### src/rtl/writeback_arbiter.sv
// Register-file write-port arbiter: merges ALU results with extended load results from a small FIFO,
// with a starvation counter that forces a pending load through under continuous ALU traffic.
module writeback_arbiter #(
  parameter int LD_FIFO_DEPTH = 2,
  parameter int STARVE_LIMIT  = 4
) (
  input  logic                             clk_in,
  input  logic                             reset_in,
  input  logic                             alu_valid_in,
  output logic                             alu_ready_out,
  input  logic [4:0]                       alu_rd_addr_in,
  input  logic [31:0]                      alu_result_in,
  input  logic                             ld_valid_in,
  output logic                             ld_ready_out,
  input  logic [4:0]                       ld_rd_addr_in,
  input  logic [31:0]                      ld_data_in,
  input  logic [1:0]                       ld_offset_in,
  input  logic [2:0]                       ld_funct3_in,
  output logic [4:0]                       rd_addr_out,
  output logic                             wr_en_out,
  output logic [31:0]                      rd_out,
  output logic                             ld_err_out,
  output logic [$clog2(LD_FIFO_DEPTH):0]   ld_fifo_count_out
);

  localparam int PW = $clog2(LD_FIFO_DEPTH);
  localparam int CW = PW + 1;
  localparam int SW = $clog2(STARVE_LIMIT + 1);
  localparam logic [CW-1:0] DEPTH_C = CW'(LD_FIFO_DEPTH);
  localparam logic [SW-1:0] LIMIT_C = SW'(STARVE_LIMIT);

  typedef struct packed {
    logic [4:0]  rd;
    logic [31:0] data;
    logic        err;
  } ld_entry_t;

  ld_entry_t       mem [LD_FIFO_DEPTH];
  ld_entry_t       push_entry;
  ld_entry_t       pop_entry;
  logic [PW-1:0]   wr_ptr;
  logic [PW-1:0]   rd_ptr;
  logic [CW-1:0]   count;
  logic [SW-1:0]   starve_cnt;
  logic [7:0]      byte_sel;
  logic [15:0]     half_sel;
  logic            fifo_ne;
  logic            force_ld;
  logic            sel_ld;
  logic            alu_accept;
  logic            push;

  // NOTE: every variable an always_comb writes gets a default first, so no path can infer a latch.
  always_comb begin
    byte_sel = 8'h00;
    unique case (ld_offset_in)
      2'd0: byte_sel = ld_data_in[7:0];
      2'd1: byte_sel = ld_data_in[15:8];
      2'd2: byte_sel = ld_data_in[23:16];
      2'd3: byte_sel = ld_data_in[31:24];
      default: byte_sel = 8'h00;
    endcase
    half_sel = ld_offset_in[1] ? ld_data_in[31:16] : ld_data_in[15:0];

    push_entry      = '0;
    push_entry.rd   = ld_rd_addr_in;
    case (ld_funct3_in)
      3'd0:    push_entry.data = {{24{byte_sel[7]}}, byte_sel};
      3'd1:    push_entry.data = {{16{half_sel[15]}}, half_sel};
      3'd2:    push_entry.data = ld_data_in;
      3'd4:    push_entry.data = {24'h0, byte_sel};
      3'd5:    push_entry.data = {16'h0, half_sel};
      default: push_entry.err  = 1'b1;
    endcase
  end

  assign fifo_ne      = (count != '0);
  assign force_ld     = fifo_ne && (starve_cnt >= LIMIT_C);
  assign sel_ld       = force_ld || (fifo_ne && !alu_valid_in);
  assign alu_accept   = alu_valid_in && !force_ld;
  // Readiness comes from the registered count only, so a full FIFO refuses a push even while popping.
  assign push         = ld_valid_in && ld_ready_out;
  assign ld_ready_out = (count < DEPTH_C);
  assign alu_ready_out     = !force_ld;
  assign ld_fifo_count_out = count;
  assign pop_entry    = mem[rd_ptr];

  // NOTE: sequential state uses non-blocking assignments so every register samples pre-edge values.
  always_ff @(posedge clk_in or posedge reset_in) begin
    if (reset_in) begin
      wr_ptr     <= '0;
      rd_ptr     <= '0;
      count      <= '0;
      starve_cnt <= '0;
    end else begin
      if (push)   wr_ptr <= wr_ptr + PW'(1);
      if (sel_ld) rd_ptr <= rd_ptr + PW'(1);
      count <= count + CW'(push) - CW'(sel_ld);
      if (!fifo_ne || sel_ld)
        starve_cnt <= '0;
      else if (starve_cnt < LIMIT_C)
        starve_cnt <= starve_cnt + SW'(1);
    end
  end

  // NOTE: FIFO storage is not reset; the reset pointers and count mark every entry invalid.
  always_ff @(posedge clk_in) begin
    if (push) mem[wr_ptr] <= push_entry;
  end

  always_ff @(posedge clk_in or posedge reset_in) begin
    if (reset_in) begin
      rd_addr_out <= '0;
      wr_en_out   <= 1'b0;
      rd_out      <= '0;
      ld_err_out  <= 1'b0;
    end else if (sel_ld) begin
      rd_addr_out <= pop_entry.rd;
      rd_out      <= pop_entry.data;
      wr_en_out   <= (pop_entry.rd != 5'd0);
      ld_err_out  <= pop_entry.err;
    end else if (alu_accept) begin
      rd_addr_out <= alu_rd_addr_in;
      rd_out      <= alu_result_in;
      wr_en_out   <= (alu_rd_addr_in != 5'd0);
      ld_err_out  <= 1'b0;
    end else begin
      wr_en_out   <= 1'b0;
      ld_err_out  <= 1'b0;
    end
  end

endmodule
### config.mk
export PLATFORM = sky130hd
export DESIGN_NAME = writeback_arbiter
export DESIGN_NICKNAME = d
export VERILOG_FILES = /design/src/rtl/writeback_arbiter.sv
export SDC_FILE = /design/constraint.sdc
export NUM_CORES = 1
export LEC_CHECK = 0
export BUFFER_PORTS_ARGS = -buffer_cell sky130_fd_sc_hd__buf_2
export CAP_MARGIN = 20
export CORE_MARGIN = 5
export CORE_UTILIZATION = 53
export DETAILED_ROUTE_END_ITERATION = 12
export MAX_ROUTING_LAYER = met4
export PLACE_DENSITY = 0.78
export SYNTH_ARGS = -nofsm -noshare
export SYNTH_HDL_FRONTEND = slang
export SYNTH_SLANG_ARGS = --single-unit
### constraint.sdc
create_clock -name clk_in -period 4.4 [get_ports clk_in]
set_clock_uncertainty 0.05 [all_clocks]
set_input_delay 0.88 -clock clk_in [delete_from_list [all_inputs] [get_ports clk_in]]
set_output_delay 0.88 -clock clk_in [all_outputs]
set_load 0.05 [all_outputs]
==> flow_summary.yaml, run 1 <==
timing:
  grt_setup_unrepaired: "false"
  fin_crit_sh_pct: 64.0
  worst_slew_pin_slew_ns: 1.06
  max_freq_ghz: 0.355
  setup_tns_ns: 0
  fin_crit_ns: 2.81
  slew_headroom_pct: 29.0
  finalSetupViolations: 0
  hold_viol_final: 0
  final_max_slew_viol_count: 0
logic_synthesis:
  synthArstFlopShare_pct: 37.7
  synth_edf_count: 76
  synth_seq_cells: 122
  yosysWarningCount: 0
  synth_top_cell_by_area: "edfxtp_1"
  synth_ff_type: "edfxtp_1"
  syn-cell-area_um2: 5920
  synth.yosys.seq_area_share_pct: 58.0
  synth_top_cells_by_area: "edfxtp_1, dfrtp_1, mux2_2"
  avgSynthCellArea_um2: 12.3
  synth_cell_types: 43
  synth_nets: 567
  synthCells: 481
  yosys.area.top_type_share_pct: 38.5
route:
  routed_wl_mm: 14.3
  vias_per_cell: 5.68
  drc_errors: 0
  firstDrtPassIters: 5
  met1Wirelength_mm: 6.38
  met2_wirelength_mm: 6.74
  highest_layer: "met4"
  vias: 4286
  dr_wl_met3_um: 985
  avgRoutedWirePerCell_um: 18.9
  first_iter_violations: 413
  drtAntennaViolNets: 0
placed_design:
  placement.io_buffers: 125
  place_hpwl_mm: 9.81
  place.gp.congestion: 0.976
critical_path:
  regToRegEndpoint: "ld_fifo_count_out[1]$_DFF_PP0_"
  setup.worst_path.end_class: "output pin"
  cp_data_arrival_time_ns: 1.88
  startpoint: "ld_fifo_count_out[1]$_DFF_PP0_"
  cp.required_ns: 3.47
  path_cells: "o21ai_2 -> buf_2"
  crit_slowest_cell: "o21ai_2"
  start_kind: "flip-flop"
  cp_max_fo: 14
  critPathMaxStageDelay_ns: 0.53
  r2r_start: "ld_fifo_count_out[1]$_DFF_PP0_"
  reg2regPathDepth: 8
  worstSetupPathType: "reg -> out"
  r2r_setup_slack_ns: 2.02
global_route:
  antenna_found_initial: 0
  grt_max_degree: 47
  grt_usage_pct: 22.8
  globalRouteOverflowTotal: 0
  grt_pass1_wl_mm: 22.5
  grt_pass1_vias: 4353
clocking:
  h-tree-depth: 4
  cts_sinks: 122
  cts_inserted_buffers: 17
  cts_hold_buf: 0
  post_cts_buffers: 0
  cts_root_buf: "clkbuf_8"
  cts.path.max_buffers: 2
  post_cts_resized: 0
  clk_latency_ns: 0.52
  clk_pin_slew_ns: 0.06
  cts_tree: "built"
floorplanning:
  io_pins: 126
  start_util_pct: 54.4
  dieArea_um2: 13400
  die_w_um: 116
  core-area_um2: 10900
  row_count: 38
  fp.dieH_um: 116
layout:
  drive_above_1_share_pct: 35.3
  fin_nets: 688
  nFillCells: 812
  areaGrowthSynthToFinish_pct: 21.4
  diodes: 0
min_path:
  hp-class: "in -> async"
status:
  outcome: "finished, final reports clean"
power:
  finalPower_mw: 4.62
  p_leak_nw: 3.00
  cellPowerDensity_nw_per_um2: 642
  ir_drop_v: 0.000287
run:
  maxCapViolCount: 0
==> worst max-delay path, delay by kind of cell, from the launching register on <==
family	cells	cell delay [ns]
buffers and inverters	1	0.37
DFF	1	0.46
AOI/OAI and AO/OA	1	0.53
==> cell families (layout without fill, tap and decap cells) <==
family                     count (synthesis)  in the layout  share of synthesized area, %
and+or+nand+nor                           95             95                          7.12
AOI/OAI and AO/OA                         87             87                          10.9
xor gates and xnor gates                   4              4                         0.592
DFF                                      122            122                          58.0
buffers and inverters                     78            212                          6.00
muxes                                     92             92                          16.8
adders and majority gates                  3              3                         0.634
==> worst max-delay path by stage <==
stage | to | cells past startpoint
floorplan | mem[0][0]$_DFFE_PP_ | 3
global placement | mem[0][5]$_DFFE_PP_ | 4
detailed placement | mem[0][1]$_DFFE_PP_ | 4
CTS | alu_ready_out | 2
global route | alu_ready_out | 2
finish | alu_ready_out | 2
==> area by class of cell <==
class	count	area [um^2]	area share, %
Tap cell	140	175	2.44
Timing Repair Buffer	131	696	9.67
Multi-Input combinational cell	281	2150	29.9
Clock buffer	25	485	6.75
Inverter	49	184	2.56
Clock inverter	7	67.6	0.940
Sequential cell	122	3430	47.7
==> placed cells by master (no fill, tap or decap), types with 18 or more instances in the layout <==
master      n
inv_1      47
a221oi_1   41
o21ai_0    18
nand2_1    29
edfxtp_1   76
buf_2     125
nor2_1     42
mux2_2     48
mux2i_1    43
dfrtp_1    46
==> state kept, by name, indices dropped and copies added, names as in the netlist <==
name	cells
wr_ptr	1
wr_en_out	1
rd_ptr	1
ld_fifo_count_out	2
rd_addr_out	5
rd_out	32
ld_err_out	1
starve_cnt	3
mem	76
==> per-layer routing <==
layer,vias up,GRT usage (%)
met3,16,4.33
met2,183,34.1
li1,2004,-
met1,2083,31.4
met4,0,8.12
met5,-,-
==> per-stage QoR <==
stage               worst slack, ns  hold WS (ns)  utilization [%]  std cells  cell area, um^2
global placement               1.84         0.379             60.6        721             6600
global route                   1.49         0.251             66.0        755             7190
CTS                            1.60         0.391             65.7        753             7150
detailed placement             1.72         0.381             60.6        721             6600
finish                         1.59         0.253             66.0        755             7190
floorplan                      1.07         0.367                -        481             5920
==> where the power goes <==
group          internal (mW)  switching (mW)
clock                  0.810           0.480
sequential              1.53           0.147
combinational          0.580            1.07
total                   2.92            1.70
==> synthesized netlist by cell type (all sizes together), types with 4 or more instances <==
master	n
clkbuf	7
mux2	48
a21oi	17
inv	49
nor3	4
a221oi	43
mux2i	44
nor2	44
nand2	29
o21ai	20
edfxtp	76
dfrtp	46
nor2b	5
buf	22
Note: power is estimated with default switching activity, not from simulation.
==> inputs of run 2 (changes only) <==
Settings changed: ABC_AREA from default to 1, CORE_UTILIZATION 53 to 50, PLACE_DENSITY 0.78 to 0.77.
Clock period 4.4 ns to 2.3 ns, I/O delays scaled along.
==> flow_summary.yaml, run 2 <==
global_route:
  grt_usage_pct: 20.7
  globalRouteOverflowTotal: 0
  antenna_found_initial: 0
  grt_pass1_vias: 4790
  grt_pass1_wl_mm: 23.1
  grt_max_degree: 47
timing:
  hold_viol_final: 0
  grt_setup_unrepaired: "false"
  holdWs_ns: 0.153
  fin_crit_ns: 1.86
  slew_headroom_pct: 55.3
  worst_slew_pin_slew_ns: 0.669
  max_freq_ghz: 0.538
  fin_crit_sh_pct: 80.7
  finalSetupViolations: 0
  final_max_slew_viol_count: 0
logic_synthesis:
  yosys.area.top_type_share_pct: 37.3
  synth.yosys.seq_area_share_pct: 56.1
  synthCells: 727
  yosysWarningCount: 0
  synth_top_cells_by_area: "edfxtp_1, dfrtp_1, nand2_1"
  synthTopCellsByCount: "nand2_1, inv_1, edfxtp_1, nand3_1, nor2_1"
  synth_top_cell_by_area: "edfxtp_1"
  syn-cell-area_um2: 6120
  synth_seq_cells: 122
  synth_cell_types: 29
  synth_ff_type: "edfxtp_1"
  post-synth-top-count-cell: "nand2_1"
  avgSynthCellArea_um2: 8.42
  synthArstFlopShare_pct: 37.7
  synth_nets: 813
  synth_edf_count: 76
critical_path:
  critPathMaxStageDelay_ns: 0.41
  r2r_setup_slack_ns: 0.59
  worstSetupPathType: "reg -> out"
  start_kind: "flip-flop"
  cp_data_arrival_time_ns: 1.35
  cp.required_ns: 1.79
  reg2regPathDepth: 7
  cp_max_fo: 5
  r2r_start: "ld_fifo_count_out[1]$_DFF_PP0_"
  path_cells: "inv_1 -> nand2_4 -> nand2_2 -> buf_2"
  regToRegEndpoint: "ld_fifo_count_out[1]$_DFF_PP0_"
  setup.worst_path.end_class: "output pin"
  crit_slowest_cell: "dfrtp_1"
status:
  outcome: "finished, final reports clean"
run:
  maxCapViolCount: 0
floorplanning:
  core-area_um2: 12000
  row_count: 40
  start_util_pct: 51.0
  io_pins: 126
  fp.dieH_um: 121
  dieArea_um2: 14600
  die_w_um: 121
route:
  drtAntennaViolNets: 0
  first_iter_violations: 373
  routed_wl_mm: 14.2
  vias: 4953
  vias_per_cell: 4.90
  drc_errors: 0
  avgRoutedWirePerCell_um: 14.0
  firstDrtPassIters: 5
clocking:
  clk_latency_ns: 0.41
  h-tree-depth: 4
  post_cts_buffers: 0
  cts_root_buf: "clkbuf_16"
  clk_pin_slew_ns: 0.06
  post_cts_resized: 0
  cts_inserted_buffers: 17
  cts_sinks: 122
  cts_tree: "built"
  cts_hold_buf: 0
  cts.path.max_buffers: 2
layout:
  areaGrowthSynthToFinish_pct: 22.0
  largest_reg_flops: 76
  nFillCells: 1004
  drive_above_1_share_pct: 23.5
  final_cell_area_um2: 7470
  mostFrequentLayoutCells: "nand2_1, buf_2, inv_1"
  top_regs: "mem (76), rd_out (32), rd_addr_out (5)"
  regMostFlops: "mem"
  final_common_cell: "nand2_1"
  diodes: 0
  fin_nets: 936
placed_design:
  place_hpwl_mm: 9.63
  dpl_cell_area_um2: 6850
  placement.io_buffers: 125
  place.gp.congestion: 0.972
min_path:
  hp-class: "in -> async"
power:
  ir_drop_v: 0.000614
  finalPower_mw: 9.78
  p_leak_nw: 3.85
  cellPowerDensity_nw_per_um2: 1310
## run 2: worst max-delay path: cells and delay by family, from the launching register on
kind | cells | cell delay [ns]
DFF | 1 | 0.41
buffers and inverters | 2 | 0.37
and+or+nand+nor | 2 | 0.16
## run 2: how the worst max path moves through the flow
stage / from / endpoint / slack (ns) / depth (start not counted)
floorplan: ld_fifo_count_out[1]$_DFF_PP0_ / mem[0][0]$_DFFE_PP_ / -0.28 / 3
global placement: ld_offset_in[1] / mem[0][11]$_DFFE_PP_ / 0.43 / 5
detailed placement: ld_offset_in[1] / mem[0][11]$_DFFE_PP_ / 0.41 / 5
CTS: ld_fifo_count_out[0]$_DFF_PP0_ / alu_ready_out / 0.43 / 4
global route: ld_fifo_count_out[1]$_DFF_PP0_ / alu_ready_out / 0.38 / 4
finish: ld_fifo_count_out[0]$_DFF_PP0_ / alu_ready_out / 0.44 / 4
## run 2: cell type report
cell class                 instances  area, um^2  area share [%]
clock buffer                      20         447            5.98
clock inverter                    12         171            2.30
inverter                         120         455            6.10
multi-input combinational        455        2050            27.4
sequential                       122        3430            46.0
tap                              147         184            2.46
timing repair buffer             134         731            9.79
## run 2: cell families (layout without fill, tap and decap cells)
group	count (synthesis)	count (layout)	synth area share, %
compound gates	55	55	4.50
fa+ha+maj	3	3	0.613
buf+inv	150	286	10.7
xor+xnor	4	4	0.572
flops	122	122	56.1
simple gates	393	393	27.5
## run 2: metrics by stage
step	setup slack (ns)	setup TNS, ns	util [%]	instances
after CTS	0.428	0	62.2	1010
after global routing	0.382	0	62.2	1010
after detailed placement	0.415	0	57.0	978
after floorplan	-0.278	-21.12	-	727
after global placement	0.433	0	57.0	978
final	0.443	0	62.2	1010
## run 2: power by group
group	total [mW]	internal (mW)	switching, mW
Sequential	3.26	3.01	0.242
Combinational	3.75	0.927	2.83
Clock	2.77	1.84	0.934
## run 2: per-layer routing
| layer | vias to the layer above | GRT usage [%] | wire length (um) |
|---|---|---|---|
| met3 | 23 | 4.02 | 831 |
| li1 | 2498 | - | - |
| met4 | 0 | 7.22 | 247 |
| met2 | 175 | 32.4 | 6780 |
| met1 | 2257 | 27.3 | 6290 |
| met5 | - | - | 0 |
==> inputs of run 3 (changes only) <==
Settings changed: ABC_AREA 1 to 0, CORE_UTILIZATION 50 to 49, PLACE_DENSITY 0.77 to 0.76.
Clock period 2.3 ns to 1.7 ns, I/O delays scaled along.
==> flow_summary.yaml, run 3 (synthesis gave the netlist of run 1 again) <==
layout:
  largest_reg_flops: 76
  fin_nets: 714
  nFillCells: 902
  diodes: 0
  final_common_cell: "buf_2"
  regMostFlops: "mem"
  top_regs: "mem (76), rd_out (32), rd_addr_out (5)"
  fin_util_pct: 63.9
  drive_above_1_share_pct: 39.5
  mostFrequentLayoutCells: "buf_2, edfxtp_1, mux2_2"
  areaGrowthSynthToFinish_pct: 28.6
  final_cell_area_um2: 7610
clocking:
  cts_tree: "built"
  h-tree-depth: 4
  clk_pin_slew_ns: 0.06
  clk_latency_ns: 0.41
  cts_inserted_buffers: 17
  cts.path.max_buffers: 2
  cts_sinks: 122
  cts_root_buf: "clkbuf_16"
global_route:
  grt_use_met2_pct: 32.8
  grt_max_degree: 39
  grtUsageMet3_pct: 4.52
  antenna_found_initial: 0
  globalRouteOverflowTotal: 0
  grt_pass1_vias: 4549
  grt_usage_pct: 21.6
  busiest_layer: "met2"
  grt_pass1_wl_mm: 23.5
  gr-usage-met1_pct: 28.2
min_path:
  whs_endpoint: "mem[0][35]$_DFFE_PP_"
  holdCritStartpoint: "ld_rd_addr_in[2]"
  hold_path_depth: 1
  hp-class: "in -> reg"
power:
  ir_drop_v: 0.000747
  p_leak_nw: 3.19
  cellPowerDensity_nw_per_um2: 1690
floorplanning:
  core-area_um2: 11900
  start_util_pct: 49.7
  io_pins: 126
  dieArea_um2: 14400
  row_count: 40
  die_w_um: 120
  fp.dieH_um: 120
timing:
  worst_slew_pin_slew_ns: 0.538
  final_max_slew_viol_count: 0
  setup_ws_ns: 0.0120
  fin_crit_sh_pct: 99.3
  slew_headroom_pct: 63.9
  max_freq_ghz: 0.592
  holdWs_ns: 0.0694
  hold_viol_final: 0
  finalSetupViolations: 0
  fin_crit_ns: 1.69
  setup_tns_ns: 0
placed_design:
  place_hpwl_mm: 10.6
  placement.io_buffers: 125
  dp_slack_ns: -0.104
  place.gp.congestion: 0.867
  dpl_cell_area_um2: 6890
route:
  vias: 4491
  drtAntennaViolNets: 0
  vias_per_cell: 5.70
  routed_wl_mm: 14.8
  avgRoutedWirePerCell_um: 18.8
  first_iter_violations: 284
  firstDrtPassIters: 6
  drc_errors: 0
critical_path:
  worstSetupPathType: "reg -> reg"
  r2r_start: "ld_fifo_count_out[1]$_DFF_PP0_"
  cp_max_fo: 5
  regToRegEndpoint: "ld_fifo_count_out[1]$_DFF_PP0_"
  cp_data_arrival_time_ns: 1.95
  r2r_setup_slack_ns: 0.01
  start_kind: "flip-flop"
  setup.worst_path.end_class: "flip-flop"
  reg2regPathDepth: 7
  cp.required_ns: 1.96
run:
  maxCapViolCount: 0
status:
  outcome: "finished, final reports clean"
## run 3: cell type report
class | count | area (um^2) | area share (%)
flip-flops and latches | 122 | 3440 | 45.1
clock inverters | 14 | 218 | 2.86
inverters | 49 | 188 | 2.47
multi-input cells | 281 | 2180 | 28.6
repair buffers | 157 | 968 | 12.7
well taps | 147 | 184 | 2.42
clock buffers | 18 | 439 | 5.77
## run 3: metrics by stage
stage | cells | power [mW]
global placement | 753 | 8.71
finish | 788 | 12.8
global route | 788 | 13.4
CTS | 787 | 12.9
detailed placement | 753 | 8.86
floorplan | 481 | 7.68
## run 3: critical path, cell delays in order, from the launching register on
cell and delay (ns):
dfrtp_2 0.48, nor2_4 0.14, nor2_1 0.09, ha_1 0.28
inv_1 0.04, ha_1 0.17, xnor2_1 0.18, xnor2_1 0.17
## run 3: worst max path at each step
| stage | startpoint | to | slack, ns | depth (start not counted) |
|---|---|---|---|---|
| after floorplan | ld_fifo_count_out[1]$_DFF_PP0_ | mem[0][0]$_DFFE_PP_ | -0.26 | 3 |
| final | ld_fifo_count_out[1]$_DFF_PP0_ | ld_fifo_count_out[1]$_DFF_PP0_ | 0.01 | 7 |
| after global routing | ld_fifo_count_out[1]$_DFF_PP0_ | ld_fifo_count_out[1]$_DFF_PP0_ | -0.03 | 7 |
| after global placement | ld_offset_in[0] | mem[0][15]$_DFFE_PP_ | -0.07 | 4 |
| after CTS | ld_fifo_count_out[1]$_DFF_PP0_ | ld_fifo_count_out[1]$_DFF_PP0_ | 0.005 | 7 |
| after detailed placement | ld_offset_in[0] | mem[1][10]$_DFFE_PP_ | -0.10 | 4 |
## run 3: routing by layer
| metal | routed length (um) | vias up |
|---|---|---|
| met4 | 398 | 0 |
| met2 | 7210 | 193 |
| met1 | 6370 | 2208 |
| met3 | 864 | 30 |
| li1 | - | 2060 |
| met5 | 0 | - |
## run 3: report_power, final
group,internal [mW],leakage (nW),switching (mW)
combinational,1.69,1.64,2.90
sequential,3.95,1.24,0.333
clock,2.65,0.315,1.33
## run 3: repair_timing
item	in CTS	in global routing
gates resized for setup	3	7
endpoints found under the hold margin	19	0
pin swaps	1	1
hold buffers	1	0
endpoints found under the setup margin	1	21
setup buffers	1	1
